$ cat config.mk
export PLATFORM = sky130hd
export DESIGN_NAME = punc_control
export DESIGN_NICKNAME = d
export VERILOG_FILES = /design/src/rtl/punc_control_pkg.sv /design/src/rtl/punc_br_eval.sv /design/src/rtl/punc_control.sv
export SDC_FILE = /design/constraint.sdc
export NUM_CORES = 1
export LEC_CHECK = 0
export CAP_MARGIN = 20
export CORE_MARGIN = 5
export CORE_UTILIZATION = 35
export CTS_BUF_LIST = sky130_fd_sc_hd__clkbuf_8
export CTS_CLUSTER_DIAMETER = 50
export CTS_CLUSTER_SIZE = 24
export DETAILED_ROUTE_END_ITERATION = 10
export PLACE_DENSITY = 0.82
export SETUP_SLACK_MARGIN = 0.4
export SLEW_MARGIN = 30
export SYNTH_ARGS = -nofsm -noshare
export SYNTH_HDL_FRONTEND = slang
export SYNTH_SLANG_ARGS = --single-unit
$ cat constraint.sdc
create_clock -name clk -period 3.18 [get_ports clk]
set_clock_uncertainty 0.1 [all_clocks]
set_input_delay 0.636 -clock clk [delete_from_list [all_inputs] [get_ports clk]]
set_output_delay 0.636 -clock clk [all_outputs]
set_load 0.02 [all_outputs]
$ cat src/rtl/punc_control_pkg.sv
// Shared PUnC control definitions: opcodes, FSM state encodings and the
// select encodings understood by the datapath.
package punc_ctrl_defs;

   // LC3 opcodes, ir[15:12]
   localparam logic [3:0] OP_BR   = 4'b0000;
   localparam logic [3:0] OP_ADD  = 4'b0001;
   localparam logic [3:0] OP_LD   = 4'b0010;
   localparam logic [3:0] OP_ST   = 4'b0011;
   localparam logic [3:0] OP_JSR  = 4'b0100;
   localparam logic [3:0] OP_AND  = 4'b0101;
   localparam logic [3:0] OP_LDR  = 4'b0110;
   localparam logic [3:0] OP_STR  = 4'b0111;
   localparam logic [3:0] OP_RTI  = 4'b1000;
   localparam logic [3:0] OP_NOT  = 4'b1001;
   localparam logic [3:0] OP_LDI  = 4'b1010;
   localparam logic [3:0] OP_STI  = 4'b1011;
   localparam logic [3:0] OP_JMP  = 4'b1100;
   localparam logic [3:0] OP_RSV  = 4'b1101;
   localparam logic [3:0] OP_LEA  = 4'b1110;
   localparam logic [3:0] OP_HALT = 4'b1111;

   // FSM states; the encoding is visible on state_dbg
   typedef enum logic [2:0] {
      ST_FETCH  = 3'd0,
      ST_DECODE = 3'd1,
      ST_EXEC   = 3'd2,
      ST_EXEC2  = 3'd3,
      ST_HALT   = 3'd4
   } state_e;

   // pc_data_sel
   localparam logic       PC_DATA_ADDER  = 1'b0;
   localparam logic       PC_DATA_BASE   = 1'b1;
   // pc_add_sel
   localparam logic       PC_ADD_OFF11   = 1'b0;
   localparam logic       PC_ADD_OFF9    = 1'b1;
   // mem_addr_sel
   localparam logic [1:0] MEM_ADDR_PC    = 2'd0;
   localparam logic [1:0] MEM_ADDR_ALU   = 2'd1;
   localparam logic [1:0] MEM_ADDR_STORE = 2'd2;
   // rf_w_data_sel
   localparam logic [1:0] RF_W_DATA_PC   = 2'd0;
   localparam logic [1:0] RF_W_DATA_MEM  = 2'd1;
   localparam logic [1:0] RF_W_DATA_ALU  = 2'd2;
   // alu_a_sel
   localparam logic       ALU_A_PC       = 1'b0;
   localparam logic       ALU_A_RF       = 1'b1;
   // alu_b_sel
   localparam logic       ALU_B_RF       = 1'b0;
   localparam logic       ALU_B_SEXT     = 1'b1;
   // sext_sel
   localparam logic [1:0] SEXT_5         = 2'd0;
   localparam logic [1:0] SEXT_6         = 2'd1;
   localparam logic [1:0] SEXT_9         = 2'd2;
   localparam logic [1:0] SEXT_11        = 2'd3;
   // alu_sel
   localparam logic [1:0] ALU_ADD        = 2'd0;
   localparam logic [1:0] ALU_AND        = 2'd1;
   localparam logic [1:0] ALU_NOT        = 2'd2;
   localparam logic [1:0] ALU_PASS       = 2'd3;
   // nzp_sel
   localparam logic       NZP_ALU        = 1'b0;
   localparam logic       NZP_MEM        = 1'b1;

   // Complete control word driven toward the datapath
   typedef struct packed {
      logic       pc_ld;
      logic       pc_inc;
      logic       pc_data_sel;
      logic       pc_add_sel;
      logic       ir_ld;
      logic [1:0] mem_addr_sel;
      logic       mem_w_en;
      logic       store_ld;
      logic [2:0] rf_r_addr_0;
      logic [2:0] rf_r_addr_1;
      logic [2:0] rf_w_addr;
      logic       rf_w_en;
      logic [1:0] rf_w_data_sel;
      logic       alu_a_sel;
      logic       alu_b_sel;
      logic [1:0] sext_sel;
      logic [1:0] alu_sel;
      logic       nzp_ld;
      logic       nzp_sel;
      logic       halted;
   } ctrl_t;

endpackage

$ cat src/rtl/punc_br_eval.sv
// Branch-taken evaluation: any requested condition bit that matches a set flag.
module punc_br_eval (
   input  logic [2:0] nzp_mask,
   input  logic       n,
   input  logic       z,
   input  logic       p,
   output logic       taken
);

   // Mask bits are ordered n, z, p from msb to lsb, as in the BR encoding
   assign taken = (nzp_mask[2] & n) | (nzp_mask[1] & z) | (nzp_mask[0] & p);

endmodule

$ cat src/rtl/punc_control.sv
// PUnC multicycle control FSM: FETCH -> DECODE -> EXEC [-> EXEC2] for the
// LC3 subset, with an absorbing HALT. Outputs depend on state and ir only.
module punc_control
   import punc_ctrl_defs::*;
(
   input  logic        clk,
   input  logic        rst,
   input  logic [15:0] ir,
   input  logic        n,
   input  logic        z,
   input  logic        p,
   output logic        pc_ld,
   output logic        pc_inc,
   output logic        pc_data_sel,
   output logic        pc_add_sel,
   output logic        ir_ld,
   output logic [1:0]  mem_addr_sel,
   output logic        mem_w_en,
   output logic        store_ld,
   output logic [2:0]  rf_r_addr_0,
   output logic [2:0]  rf_r_addr_1,
   output logic [2:0]  rf_w_addr,
   output logic        rf_w_en,
   output logic [1:0]  rf_w_data_sel,
   output logic        alu_a_sel,
   output logic        alu_b_sel,
   output logic [1:0]  sext_sel,
   output logic [1:0]  alu_sel,
   output logic        nzp_ld,
   output logic        nzp_sel,
   output logic        halted,
   output logic [2:0]  state_dbg
);

   state_e     state_q, state_d;
   ctrl_t      ctrl;
   logic       br_taken;
   logic [3:0] opcode;
   logic [2:0] dr, sr1, sr2;

   assign opcode = ir[15:12];
   assign dr     = ir[11:9];
   assign sr1    = ir[8:6];
   assign sr2    = ir[2:0];

   // ir[4:3] belong to the imm5 field, which the datapath extracts itself
   logic unused_ir_bits;
   assign unused_ir_bits = ^ir[4:3];

   punc_br_eval u_br_eval (
      .nzp_mask (ir[11:9]),
      .n        (n),
      .z        (z),
      .p        (p),
      .taken    (br_taken)
   );

   // State register
   always_ff @(posedge clk) begin
      // NOTE: non-blocking so every flop samples pre-edge values; the
      // synchronous reset is just the highest-priority next-state choice.
      if (rst) state_q <= ST_FETCH;
      else     state_q <= state_d;
   end

   // Next-state logic
   always_comb begin
      // NOTE: default assigned first so no path leaves state_d unassigned,
      // which would otherwise infer a latch.
      state_d = ST_FETCH;
      case (state_q)
         ST_FETCH:  state_d = ST_DECODE;
         ST_DECODE: state_d = (opcode == OP_HALT) ? ST_HALT : ST_EXEC;
         ST_EXEC:   state_d = (opcode == OP_LDI || opcode == OP_STI) ? ST_EXEC2 : ST_FETCH;
         ST_EXEC2:  state_d = ST_FETCH;
         ST_HALT:   state_d = ST_HALT;
         default:   state_d = ST_FETCH;   // unused encodings recover
      endcase
   end

   // Control word decode; everything is zero while rst is high
   always_comb begin
      ctrl = '0;
      if (!rst) begin
         case (state_q)
            ST_FETCH: begin
               ctrl.mem_addr_sel = MEM_ADDR_PC;
               ctrl.ir_ld        = 1'b1;
               ctrl.pc_inc       = 1'b1;
            end
            ST_EXEC: begin
               case (opcode)
                  OP_ADD, OP_AND: begin
                     ctrl.rf_r_addr_0   = sr1;
                     ctrl.rf_r_addr_1   = sr2;
                     ctrl.alu_a_sel     = ALU_A_RF;
                     ctrl.alu_b_sel     = ir[5];      // immediate mode bit
                     ctrl.sext_sel      = SEXT_5;
                     ctrl.alu_sel       = (opcode == OP_AND) ? ALU_AND : ALU_ADD;
                     ctrl.rf_w_en       = 1'b1;
                     ctrl.rf_w_addr     = dr;
                     ctrl.rf_w_data_sel = RF_W_DATA_ALU;
                     ctrl.nzp_ld        = 1'b1;
                     ctrl.nzp_sel       = NZP_ALU;
                  end
                  OP_NOT: begin
                     ctrl.rf_r_addr_0   = sr1;
                     ctrl.alu_a_sel     = ALU_A_RF;
                     ctrl.alu_sel       = ALU_NOT;
                     ctrl.rf_w_en       = 1'b1;
                     ctrl.rf_w_addr     = dr;
                     ctrl.rf_w_data_sel = RF_W_DATA_ALU;
                     ctrl.nzp_ld        = 1'b1;
                     ctrl.nzp_sel       = NZP_ALU;
                  end
                  OP_BR: begin
                     if (br_taken) begin
                        ctrl.pc_ld       = 1'b1;
                        ctrl.pc_data_sel = PC_DATA_ADDER;
                        ctrl.pc_add_sel  = PC_ADD_OFF9;
                     end
                  end
                  OP_JMP: begin
                     ctrl.rf_r_addr_0 = sr1;
                     ctrl.pc_ld       = 1'b1;
                     ctrl.pc_data_sel = PC_DATA_BASE;
                  end
                  OP_JSR: begin
                     // Link and jump share the edge; the base read sees old R7
                     ctrl.rf_w_en       = 1'b1;
                     ctrl.rf_w_addr     = 3'd7;
                     ctrl.rf_w_data_sel = RF_W_DATA_PC;
                     ctrl.pc_ld         = 1'b1;
                     if (ir[11]) begin
                        ctrl.pc_data_sel = PC_DATA_ADDER;
                        ctrl.pc_add_sel  = PC_ADD_OFF11;
                     end else begin
                        ctrl.pc_data_sel = PC_DATA_BASE;
                        ctrl.rf_r_addr_0 = sr1;
                     end
                  end
                  OP_LD, OP_LDR: begin
                     ctrl.alu_b_sel     = ALU_B_SEXT;
                     ctrl.alu_sel       = ALU_ADD;
                     ctrl.mem_addr_sel  = MEM_ADDR_ALU;
                     if (opcode == OP_LDR) begin
                        ctrl.rf_r_addr_0 = sr1;
                        ctrl.alu_a_sel   = ALU_A_RF;
                        ctrl.sext_sel    = SEXT_6;
                     end else begin
                        ctrl.alu_a_sel   = ALU_A_PC;
                        ctrl.sext_sel    = SEXT_9;
                     end
                     ctrl.rf_w_en       = 1'b1;
                     ctrl.rf_w_addr     = dr;
                     ctrl.rf_w_data_sel = RF_W_DATA_MEM;
                     ctrl.nzp_ld        = 1'b1;
                     ctrl.nzp_sel       = NZP_MEM;
                  end
                  OP_ST, OP_STR: begin
                     ctrl.alu_b_sel    = ALU_B_SEXT;
                     ctrl.alu_sel      = ALU_ADD;
                     ctrl.mem_addr_sel = MEM_ADDR_ALU;
                     if (opcode == OP_STR) begin
                        ctrl.rf_r_addr_0 = sr1;
                        ctrl.alu_a_sel   = ALU_A_RF;
                        ctrl.sext_sel    = SEXT_6;
                     end else begin
                        ctrl.alu_a_sel   = ALU_A_PC;
                        ctrl.sext_sel    = SEXT_9;
                     end
                     ctrl.rf_r_addr_1  = dr;
                     ctrl.mem_w_en     = 1'b1;
                  end
                  OP_LEA: begin
                     ctrl.alu_a_sel     = ALU_A_PC;
                     ctrl.alu_b_sel     = ALU_B_SEXT;
                     ctrl.sext_sel      = SEXT_9;
                     ctrl.alu_sel       = ALU_ADD;
                     ctrl.rf_w_en       = 1'b1;
                     ctrl.rf_w_addr     = dr;
                     ctrl.rf_w_data_sel = RF_W_DATA_ALU;
                  end
                  OP_LDI, OP_STI: begin
                     // First access fetches the pointer into the store register
                     ctrl.alu_a_sel    = ALU_A_PC;
                     ctrl.alu_b_sel    = ALU_B_SEXT;
                     ctrl.sext_sel     = SEXT_9;
                     ctrl.alu_sel      = ALU_ADD;
                     ctrl.mem_addr_sel = MEM_ADDR_ALU;
                     ctrl.store_ld     = 1'b1;
                  end
                  default: ;   // RTI and reserved opcode execute as NOP
               endcase
            end
            ST_EXEC2: begin
               ctrl.mem_addr_sel = MEM_ADDR_STORE;
               if (opcode == OP_LDI) begin
                  ctrl.rf_w_en       = 1'b1;
                  ctrl.rf_w_addr     = dr;
                  ctrl.rf_w_data_sel = RF_W_DATA_MEM;
                  ctrl.nzp_ld        = 1'b1;
                  ctrl.nzp_sel       = NZP_MEM;
               end else if (opcode == OP_STI) begin
                  ctrl.rf_r_addr_1   = dr;
                  ctrl.mem_w_en      = 1'b1;
               end
            end
            ST_HALT: ctrl.halted = 1'b1;
            default: ;   // DECODE and unused encodings drive nothing
         endcase
      end
   end

   assign pc_ld         = ctrl.pc_ld;
   assign pc_inc        = ctrl.pc_inc;
   assign pc_data_sel   = ctrl.pc_data_sel;
   assign pc_add_sel    = ctrl.pc_add_sel;
   assign ir_ld         = ctrl.ir_ld;
   assign mem_addr_sel  = ctrl.mem_addr_sel;
   assign mem_w_en      = ctrl.mem_w_en;
   assign store_ld      = ctrl.store_ld;
   assign rf_r_addr_0   = ctrl.rf_r_addr_0;
   assign rf_r_addr_1   = ctrl.rf_r_addr_1;
   assign rf_w_addr     = ctrl.rf_w_addr;
   assign rf_w_en       = ctrl.rf_w_en;
   assign rf_w_data_sel = ctrl.rf_w_data_sel;
   assign alu_a_sel     = ctrl.alu_a_sel;
   assign alu_b_sel     = ctrl.alu_b_sel;
   assign sext_sel      = ctrl.sext_sel;
   assign alu_sel       = ctrl.alu_sel;
   assign nzp_ld        = ctrl.nzp_ld;
   assign nzp_sel       = ctrl.nzp_sel;
   assign halted        = ctrl.halted;
   assign state_dbg     = rst ? 3'd0 : state_q;

endmodule

==> summary by stage, run 1 <==
Setup path
The startpoint class of the critical path is a primary input. STA classifies the critical path endpoint as an output pin. The worst reg2reg path endpoint is state_q[0]$_SDFF_PP0_. The category of the most critical setup path is primary input to output pin. For the worst flop-to-flop path, the logic depth is 4. The data required time of the worst path is between 2 and 2.5 ns. The critical register-to-register path startpoint is state_q[1]$_SDFF_PP0_.

The setup check on the worst reg-to-reg path leaves a slack of between 1.5 and 2 ns. At the worst endpoint, the arrival time is ~2 ns. Following the worst setup path forward leads to its endpoint at mem_w_en. In this run the worst setup path begins at ir[15].

In this run the worst path has a maximum fanout of 10.

Floorplanning
The die covers between 3000 and 4000 sq um. For this design the top-level I/O count stands at between 50 and 60. The total area inside the core boundary comes to 1980 sq um.

The die extent in y is around 56 um. The row count is 16. The initial core utilization is 0.369. The chip width is 55.7 um.

Global routing
Entering global routing, the biggest net connects 14 pins. The met3 layer usage reported by global route is 0.0534. The number of global-route vias before repair was 1093. The layer flagged by global routing as most heavily used is met2. In the global route stage, met1 resource usage came out at 0.205. The number of antenna violations at the first check in global routing is 0. For this run, the total global-route usage over all layers was measured as 0.198. Global routing finished with a remaining overflow of 0. The met2 usage in global routing is 0.367. The first global-routing pass estimated approximately 5000 um of wire.

Power and ir drop
The total design power is approximately 0.31 mW. The share of total power dissipated in the clock network is 0.357. The share of total power dissipated in sequential elements is 0.173. VDD sags by at most approximately 260 uV. Summed over all nets, the switching power comes to between 0.1 and 0.15 mW. The static power due to leakage is between 0.6 and 0.7 nW. The share of total power dissipated in combinational logic is 0.470. The internal power contribution is just under 0.2 mW.

Of the total power, the share spent switching nets is 0.359. Dividing total power by cell area gives a power density of around 220 nW/um^2.

CTS
At the later pin of the worst-skew pair, clock insertion delay measures ~0.22 ns. The TritonCTS clock tree is yes. The tree built by TritonCTS fans out to 3 sinks.

The clock input transition at the sequential cells of the worst setup and hold paths is roughly 0.03 ns. The post-cts hold buffer count is 0. Buffers inserted during clock tree synthesis total 3. The root buffer selected by CTS is sky130_fd_sc_hd__clkbuf_8. Counting along the longest clock path gives a buffer depth of 2. The deepest level of the CTS H-tree is 1.

Outcome
The run finished with clean final reports.

Layout
The post-route standard cell area excluding fillers is approximately 1400 sq um. The top register by number of flip-flops is state_q. The largest registers in the layout are state_q x3. From synthesis to final layout, the design area changed by 88.9%. The utilization of the core after routing is 0.698. The post-layout net count is about 190. The number of inserted diodes is 0.

Of the cells placed in the final design, the portion with a size suffix greater than 1 is 0.409. The register with the most flip-flops in the layout has 3 of them.

Place
The post-detailed-placement half-perimeter wirelength is ~2200 um. OpenSTA, run right after detailed placement, puts the worst setup slack at -0.331 ns. The last weighted congestion value of the routability-driven placer is 0.780. The cell area after placement is approximately 1400 sq um. The number of buffers inserted by port buffering is between 50 and 60.

Yosys
The warning count from the yosys run is 0. The cell count after synthesis is between 90 and 100. The post-synth net total is between 100 and 150. After synthesis, the mean cell area works out to 7.55 sq um. Of all flip-flops after synthesis, the portion carrying an async set or reset was 0. The number of library cell types mapped by synthesis is 44.

In the synthesized netlist the dominant register cell turns out to be sky130_fd_sc_hd__dfxtp_1. The synthesized design contains 3 register bits. The number of enable-type register cells in the synthesized netlist is 0. The mapped cell area is between 700 and 800 sq um.

The sequential cell area fraction in the yosys report is 0.0821.

STA
Across all setup checks in the final design, the least slack found is about 0.44 ns. The clock period minus final worst setup slack is 2.74 ns. The number of setup violations in the final report is 0. Setup repair after global routing could not meet its margin everywhere. In this run the tightest slew margin relative to its limit is 0.660. For this run, the top clock speed supported by timing is between 300 and 400 MHz. The slew at the pin closest to its max-slew limit is 0.509 ns. The number of pins with negative max-slew slack in the final report was 0. The number of hold violations in the final report was 0. The portion of the clock cycle consumed by the worst path in the final layout is 0.863.

Routing
The detailed router placed between 1000 and 1500 vias in this run. After detailed routing, the number of remaining DRC violations is 0. Dividing the detail-routed wire length by the instance count gives 16.1 um.

The pre-antenna-repair detailed-routing pass consisted of 4 iterations. The total wire length is a little over 3000 um. For this block, the initial DRC count from the detailed router was 7. The detail route stage leaves a number of antenna-violating nets equal to 0. The number of vias per cell after detailed routing is around 5.3.

Job
The max-cap violation count is 0.

Min path
The kind of path behind the tightest hold check is flop to flop.
==> cell usage after synthesis, types with 2 or more instances <==
library cell	number	area, sq um
sky130_fd_sc_hd__nand2b_1	3	18.8
sky130_fd_sc_hd__nor2b_1	3	18.8
sky130_fd_sc_hd__nor3b_1	5	37.5
sky130_fd_sc_hd__a211oi_1	3	22.5
sky130_fd_sc_hd__and2b_2	3	26.3
sky130_fd_sc_hd__and3b_1	2	17.5
sky130_fd_sc_hd__and2_1	3	18.8
sky130_fd_sc_hd__inv_1	2	7.51
sky130_fd_sc_hd__nand2_1	4	15.0
sky130_fd_sc_hd__clkbuf_1	2	7.51
sky130_fd_sc_hd__o21ai_0	5	25.0
sky130_fd_sc_hd__buf_6	4	45.0
sky130_fd_sc_hd__nor2_1	13	48.8
sky130_fd_sc_hd__buf_2	3	15.0
sky130_fd_sc_hd__a22o_1	3	26.3
sky130_fd_sc_hd__dfxtp_1	3	60.1
sky130_fd_sc_hd__a21oi_1	9	45.0
==> cells by family after synthesis <==
kind of cell | count (synthesis) | share of synthesized area
AO/OA/AOI/OAI | 30 | 0.301
AND/OR/NAND/NOR | 51 | 0.491
multiplexers | 1 | 0.0137
flip-flops | 3 | 0.0821
buffers and inverters | 12 | 0.113
==> placed cells by master, fill, tap and decap left out, types with 4 or more instances in the layout <==
cell,count
sky130_fd_sc_hd__nor3b_2,4
sky130_fd_sc_hd__clkbuf_2,7
sky130_fd_sc_hd__buf_2,9
sky130_fd_sc_hd__clkdlybuf4s50_1,17
sky130_fd_sc_hd__buf_4,23
sky130_fd_sc_hd__dlygate4sd2_1,13
sky130_fd_sc_hd__nor2_1,12
sky130_fd_sc_hd__a21oi_1,9
==> power by group through the flow <==
stage | Sequential (mW) | Combinational [mW] | Clock, mW
5_1_grt | 0.0549 | 0.156 | 0.113
6_report | 0.0536 | 0.146 | 0.111
3_5_place_dp | 0.0524 | 0.139 | 0
4_1_cts | 0.0519 | 0.140 | 0.112
3_3_place_gp | 0.0520 | 0.136 | 0
2_1_floorplan | 0.0434 | 0.0828 | 0
==> repair_timing <==
action,4_1_cts,5_1_grt
endpoints found under the setup margin,32,24
resized for setup,94,26
buffers inserted,1,1
pin swaps,8,7
==> critical path: stages <==
cell	delay (ns)
sky130_fd_sc_hd__dlygate4sd2_1	0.26
sky130_fd_sc_hd__buf_6	0.15
sky130_fd_sc_hd__and3b_1	0.21
sky130_fd_sc_hd__o2111a_2	0.29
sky130_fd_sc_hd__buf_4	0.13
sky130_fd_sc_hd__dlygate4sd2_1	0.32
==> stage by stage <==
step           setup TNS [ns]  instances  hold WS, ns
2_1_floorplan               0         97        0.455
4_1_cts                     0        190        0.541
6_report                    0        191        0.562
5_1_grt                     0        191        0.650
3_3_place_gp            -2.46        185        0.517
3_5_place_dp            -4.10        185        0.546
==> area by class of cell <==
cell class | count | area, sq um
clock inverter | 1 | 3.75
fill | 157 | 599
timing repair buffer | 73 | 581
multi-input combinational | 82 | 656
clock buffer | 3 | 41.3
inverter | 2 | 7.51
tap | 27 | 33.8
sequential | 3 | 60.1
==> worst min-delay path by stage <==
| stage | from | end | slack (ns) | cells after the start |
|---|---|---|---|---|
| floorplan | state_q[1]$_SDFF_PP0_ | state_q[2]$_SDFF_PP0_ | 0.46 | 2 |
| global placement | state_q[1]$_SDFF_PP0_ | state_q[2]$_SDFF_PP0_ | 0.52 | 1 |
| detailed placement | state_q[1]$_SDFF_PP0_ | state_q[2]$_SDFF_PP0_ | 0.55 | 1 |
| CTS | state_q[1]$_SDFF_PP0_ | state_q[2]$_SDFF_PP0_ | 0.54 | 1 |
| global route | state_q[1]$_SDFF_PP0_ | state_q[2]$_SDFF_PP0_ | 0.65 | 1 |
| finish | state_q[1]$_SDFF_PP0_ | state_q[2]$_SDFF_PP0_ | 0.56 | 1 |
==> routing by layer <==
metal / vias up / wire (um)
met2: 58 / 1530
met5: - / 0
met4: 0 / 40
met1: 460 / 1240
li1: 495 / -
met3: 4 / 259
Note: power is estimated with default switching activity, not from simulation.
==> run 2: changes to the inputs <==
MAX_ROUTING_LAYER = met4   (was not set)
==> run 2 against run 1 <==
Register-to-register slack barely moved; power rose by 0.12%; non-clock buffer count did not move; sequential power barely moved; worst hold slack got worse by 0.00083 ns; clock-buffer cell count did not move; global-route usage rose by 0.54 points; critical path type unchanged.
==> summary by stage, run 2 (synthesis gave the netlist of run 1 again) <==
Layout
The number of inserted diodes was 0 (unchanged). The post-layout net count is 186 (unchanged). The area growth from synthesis to layout is 88.9% (unchanged). In the layout the commonest cells are 23 x sky130_fd_sc_hd__buf_4, 17 x sky130_fd_sc_hd__clkdlybuf4s50_1, 13 x sky130_fd_sc_hd__dlygate4sd2_1. Ranked by flip-flop count, first place goes to state_q.

The fraction of final layout cells sized beyond drive strength 1 is 0.409 (unchanged). The leading cell type in the layout, fill and taps excluded is sky130_fd_sc_hd__buf_4. The post-route standard cell area excluding fillers is 1380 sq um (unchanged). The number of filler instances in the final layout is 157 (unchanged). In the final layout, the registers with the most flip-flops are state_q x3. The number of flip-flops under the largest register name came to 3 (unchanged).

Routing
The first-pass iteration count of the detailed router is 4 (unchanged). The average wire per cell in the routed design was 16.0 um (-0.26%). The antenna violation net count after detailed routing is 0 (unchanged).

The number of vias per cell after detailed routing is 5.35 (+0.49%). The number of vias after detailed routing is 1022 (+0.49%). The total DRC errors in the routed layout came to 0 (unchanged).

The total wire length was 3060 um (-0.26%). The DRC marker count from the first detailed-route iteration was 7 (unchanged).

Floorplanning
The die extent in y is 55.7 um (unchanged). The chip width is 55.7 um (unchanged). The initial core utilization is 0.369 (unchanged). The total I/O pin count is 54 (unchanged). The row count was 16 (unchanged). The area of the die is 3110 sq um (unchanged). The standard cell core area is 1980 sq um (unchanged).

STA
The number of pins with negative max-slew slack in the final report is 0 (unchanged). The slew at the pin closest to its max-slew limit is 0.507 ns (-0.00250 ns). Setup repair after global routing could not meet its margin everywhere. The worst hold slack after final layout is 0.562 ns (-0.000831 ns).

The portion of the clock cycle consumed by the worst path in the final layout was 0.863 (about the same). The maximum clock frequency is 364 MHz (about the same). The clock period minus final worst setup slack is 2.74 ns (+0.0000720 ns). The number of hold violations in the final report is 0 (unchanged). The minimum setup slack in the final design is 0.436 ns (-0.0000720 ns). The final-layout setup total negative slack is 0 ns (unchanged). The relative slew slack is 0.662 (+0.00167). The number of setup violations in the final report is 0 (unchanged).

Power and ir drop
The power per unit of standard cell area came to 225 nW/um^2 (+0.12%). The static power due to leakage is 0.633 nW (unchanged). The peak supply drop is 262 uV (about the same).

Setup path
The arrival time at the worst endpoint came to 2.01 ns (about the same). The setup path with the least slack is of type primary input to output pin. The element type at the critical path end is an output pin. Walking the worst path, the cells encountered are dlygate4sd2_1 -> buf_6 -> and3b_1 -> o2111a_2 -> buf_4 -> dlygate4sd2_1. The data required time of the worst path is 2.44 ns (about the same). The startpoint class of the critical path is a primary input. The cell with the most instances on the worst path is sky130_fd_sc_hd__dlygate4sd2_1.

Among all stages on the critical path, the largest delay is contributed by sky130_fd_sc_hd__dlygate4sd2_1. The highest cell delay on the worst timing path is 0.32 ns (about the same). The largest fanout of any net on the critical path is 10 (unchanged).

Global routing
The largest net degree at the start of global routing is 14 (unchanged). The total routing resource utilization after global routing was 0.203 (+0.00542). The remaining global-route overflow is 0 (unchanged). The wire length of the first global-routing pass was 5010 um (-0.14%). The number of antenna violations at the first check in global routing is 0 (unchanged). The number of global-route vias before repair is 1094 (+0.091%).

CTS
The number of CTS-inserted buffers came to 3 (unchanged). The buffer levels on the longest clock path came to 2 (unchanged). The cell sitting at the root of the clock tree is a sky130_fd_sc_hd__clkbuf_8. TritonCTS built the clock tree. The deepest level of the CTS H-tree was 1 (unchanged).

The clock insertion delay at the later pin of the skew report is 0.22 ns (about the same). The TritonCTS sink count is 3 (unchanged). The clock input transition at the sequential cells of the worst setup and hold paths is 0.03 ns (about the same).

Place
The last weighted congestion value of the routability-driven placer is 0.791 (+1.4%). The worst setup slack before clock tree synthesis is -0.331 ns (unchanged). The cell area after placement was 1350 sq um (unchanged).

The post-detailed-placement half-perimeter wirelength is 2180 um (unchanged). The number of buffers inserted by port buffering is 51 (unchanged).

Outcome
The flow ran to the end, and the final reports show no timing, DRC or antenna violations.

Job
The max-cap violation count is 0 (unchanged).

Min path
The min-delay analysis places its worst path in the category flop to flop.
-- run 2: cell counts in the layout (fill, tap and decap cells not counted) --
Identical to the previous run, type by type.
-- run 2: layout make-up --
cell class	count	area [sq um]	area share
inverters	2	7.51	0.00543
flip-flops and latches	3	60.1	0.0434
clock inverters	1	3.75	0.00271
clock buffers	3	41.3	0.0299
well taps	27	33.8	0.0244
repair buffers	73	581	0.420
multi-input cells	82	656	0.474
-- run 2: metrics by stage --
stage	utilization	total power [mW]	cells
floorplan	-	0.126	97
global placement	0.682	0.188	185
detailed placement	0.682	0.192	185
CTS	0.703	0.304	190
global route	0.698	0.324	191
finish	0.698	0.310	191
-- run 2: worst max-delay path: cells and delay by family --
kind                   cells  cell delay, ns
AOI/OAI and AO/OA          1            0.29
buffers and inverters      4            0.86
and+or+nand+nor            1            0.21
-- run 2: per-layer routing --
metal,part of all wire,up-vias,GRT usage
met5,0,-,-
met2,0.50,59,0.367
met4,0.015,0,0.0868
li1,-,495,-
met1,0.40,461,0.206
met3,0.086,7,0.0510
-- run 2: timing repair --
action / CTS / global route
setup endpoints to repair: 32 / 24
hold buffers: 0 / 0
setup buffers: 1 / 1
pin swaps: 8 / 7
gates resized for setup: 94 / 26
-- run 2: path summary, 6_finish.rpt --
check	from	endpoint	slack (ns)	cells past startpoint
max	ir[15]	mem_w_en	0.44	6
max reg2reg	state_q[1]$_SDFF_PP0_	state_q[0]$_SDFF_PP0_	1.68	4
min	state_q[1]$_SDFF_PP0_	state_q[2]$_SDFF_PP0_	0.56	1
min reg2reg	state_q[1]$_SDFF_PP0_	state_q[2]$_SDFF_PP0_	0.56	1
-- run 2: report_power, final --
part	leakage [nW]	switching [mW]	total (mW)	internal [mW]
logic	0.582	0.0708	0.146	0.0750
registers	0.0247	0.0120	0.0534	0.0414
clock network	0.0269	0.0287	0.111	0.0825
